## src/rtl/ob_pkg.sv

```systemverilog
// Shared order-book types: command opcodes, uid and the packed command record.
// OB_CN_N sets the entry count of the conditional table that feeds the issue arbiter.
package ob_pkg;

   typedef enum logic [1:0] {
      OP_NOP,
      OP_BUY,
      OP_SELL,
      OP_CXL
   } opcode_t;

   typedef logic [7:0] uid_t;

   typedef struct packed {
      opcode_t     op;
      uid_t        uid;
      logic [15:0] qty;
   } cmd_t;

   localparam int unsigned OB_CN_N = 4;

endpackage

```

## src/rtl/ob_cn_rr_arb.sv

```systemverilog
// Round-robin one-hot picker: first set cand bit at or above ptr, wrapping N-1 -> 0.
module ob_cn_rr_arb #(
   parameter int N = 4
) (
   input  logic [N-1:0]         cand,
   input  logic [$clog2(N)-1:0] ptr,
   output logic [N-1:0]         grant,
   output logic [$clog2(N)-1:0] gidx,
   output logic                 any
);

   localparam int          PW = $clog2(N);
   localparam int unsigned NU = N;

   logic [PW-1:0] idx;

   always_comb begin
      grant = '0;
      gidx  = '0;
      any   = 1'b0;
      idx   = '0;
      for (int unsigned off = 0; off < NU; off++) begin
         idx = PW'((32'(ptr) + off) % NU);
         if (!any && cand[idx]) begin
            grant[idx] = 1'b1;
            gidx       = idx;
            any        = 1'b1;
         end
      end
   end

endmodule

```

## src/rtl/ob_cn_issue_arb.sv

```systemverilog
// Issue arbiter: picks one matured conditional entry round-robin into a single-deep
// issue register that refills back-to-back on accept or on a cancel of the held command.
module ob_cn_issue_arb
   import ob_pkg::*;
#(
   parameter int N = 4
) (
   input  logic                 clk,
   input  logic                 rst,
   input  logic [N-1:0]         mtr_vld,
   input  cmd_t [N-1:0]         mtr_cmd,
   output logic [N-1:0]         dl_vld,
   output logic                 iss_vld,
   output cmd_t                 iss_cmd,
   input  logic                 iss_accept,
   input  logic                 cancel,
   input  uid_t                 cancel_uid,
   output logic                 cancel_hit,
   output logic                 busy_r
);

   localparam int PW = $clog2(N);

   typedef enum logic {
      ST_EMPTY,
      ST_FULL
   } state_t;

   state_t        state_r, state_nx;
   cmd_t          cmd_r, cmd_nx;
   logic [PW-1:0] ptr_r, ptr_nx;

   logic [N-1:0]  cand;
   logic [N-1:0]  grant;
   logic [PW-1:0] gidx;
   logic          any;
   logic          grant_en;

   // An entry whose own uid is being cancelled this cycle must not be picked.
   always_comb begin
      cand = '0;
      for (int unsigned i = 0; i < N; i++) begin
         cand[i] = mtr_vld[i] & ~(cancel & (mtr_cmd[i].uid == cancel_uid));
      end
   end

   ob_cn_rr_arb #(.N(N)) u_rr (
      .cand  (cand),
      .ptr   (ptr_r),
      .grant (grant),
      .gidx  (gidx),
      .any   (any)
   );

   always_comb begin
      cancel_hit = rst & cancel & (state_r == ST_FULL) &
                   (cmd_r.uid == cancel_uid) & ~iss_accept;
      grant_en   = rst & any &
                   ((state_r == ST_EMPTY) | iss_accept | cancel_hit);
      dl_vld     = grant_en ? grant : '0;

      state_nx = state_r;
      cmd_nx   = cmd_r;
      ptr_nx   = ptr_r;
      if (grant_en) begin
         state_nx = ST_FULL;
         cmd_nx   = mtr_cmd[gidx];
         ptr_nx   = (gidx == PW'(N - 1)) ? '0 : gidx + 1'b1;
      end else if ((state_r == ST_FULL) && (iss_accept || cancel_hit)) begin
         state_nx = ST_EMPTY;
      end
   end

   always_ff @(posedge clk) begin
      if (!rst) begin
         state_r <= ST_EMPTY;
         cmd_r   <= '0;
         ptr_r   <= '0;
      end else begin
         state_r <= state_nx;
         cmd_r   <= cmd_nx;
         ptr_r   <= ptr_nx;
      end
   end

   assign iss_vld = (state_r == ST_FULL);
   assign busy_r  = (state_r == ST_FULL);
   assign iss_cmd = cmd_r;

endmodule

```

## config.mk

```make
export PLATFORM = sky130hd
export DESIGN_NAME = ob_cn_issue_arb
export DESIGN_NICKNAME = d
export VERILOG_FILES = /design/src/rtl/ob_pkg.sv /design/src/rtl/ob_cn_rr_arb.sv /design/src/rtl/ob_cn_issue_arb.sv
export SDC_FILE = /design/constraint.sdc
export NUM_CORES = 1
export LEC_CHECK = 0
export ABC_AREA = 1
export CAP_MARGIN = 20
export CORE_MARGIN = 3
export CORE_UTILIZATION = 30
export CTS_CLUSTER_SIZE = 20
export DETAILED_ROUTE_END_ITERATION = 7
export PLACE_DENSITY_LB_ADDON = 0.08
export SETUP_SLACK_MARGIN = 0.3
export SLEW_MARGIN = 0
export SYNTH_ARGS = -nofsm -noshare
export SYNTH_HDL_FRONTEND = slang
export SYNTH_SLANG_ARGS = --single-unit
```

## constraint.sdc

```tcl
create_clock -name clk -period 2.58 [get_ports clk]
set_input_delay 0.516 -clock clk [delete_from_list [all_inputs] [get_ports clk]]
set_output_delay 0.516 -clock clk [all_outputs]
set_load 0.02 [all_outputs]
```

==> metrics.cfg <==
[status]
outcome=complete, but fails checks
violations=negative setup slack

[setup_path]
crit_required_ps=2060
endpoint_kind=output port
r2r_start=ptr_r[0]
crit_chain=buf_6 -> inv_4 -> nand2_1 -> nand2_1 -> nand2_2 -> nor2_4 -> nand3_2 -> nand3_2 -> nand2_2 -> nand2_2 -> nand2_4 -> nor2_4 -> buf_6 -> nand3_4 -> nand3_4 -> a41oi_4 -> buf_6
critPathLaunchType=input port
reg2reg_slack_ps=110
regToRegEndpoint=iss_cmd[20]
cpPeakStageDelay_ps=230
rr_worst_depth=17
critical_path_class=input port to output port
arrival_ps=2290
slowest_stage=a41oi_4
cp_max_fo=6

[timing]
post-route-period-util=1.09
setup_ws_ps=-231
finalClockSkew_ps=8.82
worst_slew_pin_slew_ps=400
timing.fmax_mhz=356
setup_viol_count_final=31
hold_viol=0
fin_crit_ps=2810
slew_viol_final=0
rsz0062_at_grt=yes
relSlewSlack=0.734

[power]
ir_drop_mv=0.976
p_leak_nw=3.95
p_per_area_mw_per_mm2=1420

[routing]
vias=5841
drc_errors=0
drt_iter0_markers=613
via_per_inst=5.41
drtAntennaViolNets=0
wire_per_inst_microns=19.8
first_pass_iters=5
drt_wl_total_mm=21.4

[yosys]
synth_seq_area_share=0.168
synth_top_cells_by_area=nand2_1, dfxtp_1, nand3_1
synth_edf_count=0
yosysTopAreaCell=nand2_1
synth_fp_nets=732
syn_area_sq_mm=0.00346
synth_seq_cells=29
synth_flop_cell=dfxtp_1
async_reset_ff_frac=0
synth_top_cell_area_share=0.213
yosys_warnings=0
syn_avg_cell_area_sq_um=5.73
yosysUniqueCellTypes=35
synth_cells=604

[placement]
place_ws_ps=-1130
portBuffers=152
dp_cells=928
dp_hpwl_mm=11.1
place_congestion=0.917

[clocking]
ctsHoldBuffers=0
cts_tree=yes
h-tree-depth=2
clock_latency_ps=290
clock_sinks=29
cts_buffers=5
cts_buffer_depth=2
cts.clk_slew.worst_paths_ps=60
root_buffer=clkbuf_16

[layout]
seqCellArea_sq_um=581
multi_input_area_sq_mm=0.00279
fin_nets=1066
final_core_util=0.706
diodes=0
final_layout_size_suffix_gt1_frac=0.437
area_growth_pct=126
final_cells=1079
fillCellCount=805

[floorplan]
fp.dieW_microns=113
coreArea_sq_mm=0.0111
rows=38
dieHeight_microns=113
die-area_sq_mm=0.0129
pin_count=153
start_util=0.312

[min_path]
hp-class=flip-flop to flip-flop
hold_start=iss_cmd[11]
min_to=iss_cmd[11]
holdPathStages=2

[grt]
grt_pass1_vias=5767
gr-usage-all-layers=0.295
grt_max_degree=30
overflow=0
grt_antenna_before_repair=0
grt_first_pass_wirelength_mm=30.0

[run]
cap_violations=0

[placed cells by master, fill, tap and decap left out, types with 19 or more instances in the layout]
cell type        count
nand3_1             87
dfxtp_1             29
clkdlybuf4s50_1    101
inv_1               59
buf_4              151
nand2_1            165
buf_2               21
nand3_2             30
buf_12              19
nand2_2             35
buf_6               45
nand4_1             56
[layer usage]
metal / GRT usage / share of wire / routed length, microns
met1: 0.356 / 0.39 / 8320
met2: 0.503 / 0.46 / 9870
met3: 0.0557 / 0.087 / 1870
met4: 0.143 / 0.062 / 1320
met5: 0 / 0 / 0
[worst max-delay path, delay by kind of cell]
kind	cells	cell delay, ps
compound gates	1	230
buf+inv	4	450
simple gates	12	1080
[how the worst max path moves through the flow]
stage	from	to	slack, ps	cells after the start
after floorplan	cancel_uid[2]	dl_vld[0]	80	14
after global placement	cancel_uid[2]	dl_vld[1]	-1110	15
after detailed placement	cancel_uid[3]	dl_vld[1]	-1130	16
after CTS	cancel_uid[7]	dl_vld[0]	-100	18
after global routing	cancel_uid[0]	dl_vld[3]	-270	16
final	cancel_uid[4]	dl_vld[0]	-230	17
[repair_timing]
| action | CTS | global route |
|---|---|---|
| resized for setup | 283 | 134 |
| endpoints found under the setup margin | 34 | 34 |
| setup buffers | 125 | 6 |
| pin swaps | 64 | 52 |
| gates cloned | 12 | 0 |
[area by class of cell]
| type | count | area share |
|---|---|---|
| Timing Repair inverter | 1 | 0.00208 |
| Clock inverter | 3 | 0.00592 |
| Multi-Input combinational cell | 446 | 0.357 |
| Sequential cell | 29 | 0.0743 |
| Timing Repair Buffer | 363 | 0.469 |
| Inverter | 92 | 0.0539 |
| Clock buffer | 5 | 0.0160 |
| Tap cell | 140 | 0.0224 |
[per-stage QoR]
step	TNS, ps	power, mW	hold slack (ps)	instance area, sq um
CTS	-533	10.3	469	7280
global placement	-29460	7.26	458	5680
floorplan	0	4.97	545	3600
detailed placement	-30250	7.32	461	5680
finish	-3360	11.1	465	7820
global route	-5840	11.7	478	7820
[logic make-up after synthesis]
kind of cell	synth area share
xor gates and xnor gates	0.0253
AOI/OAI and AO/OA	0.0325
adders and majority gates	0.0289
DFF	0.168
buffers and inverters	0.160
and+or+nand+nor	0.585
[flip-flops by register name (all words and copies together) (netlist names)]
name / cells
ptr_r: 2
iss_cmd: 26
busy_r: 1
[where the power goes]
group          leakage, nW  switching, mW  internal (mW)
combinational         3.63           4.98           4.65
sequential           0.242          0.119          0.667
clock               0.0800          0.251          0.457
total                 3.95           5.35           5.78
[synthesized netlist by cell type, types with 4 or more instances]
library cell / instances
dfxtp_1: 29
a21oi_1: 4
clkbuf_1: 9
nand3_1: 109
nand2_2: 11
nand2_1: 196
inv_1: 77
nor2_1: 14
a41oi_1: 4
nand4_1: 56
buf_2: 22
inv_2: 11
ha_1: 8
nand3_2: 14
xnor2_1: 7
(Power assumes the default switching activity.)
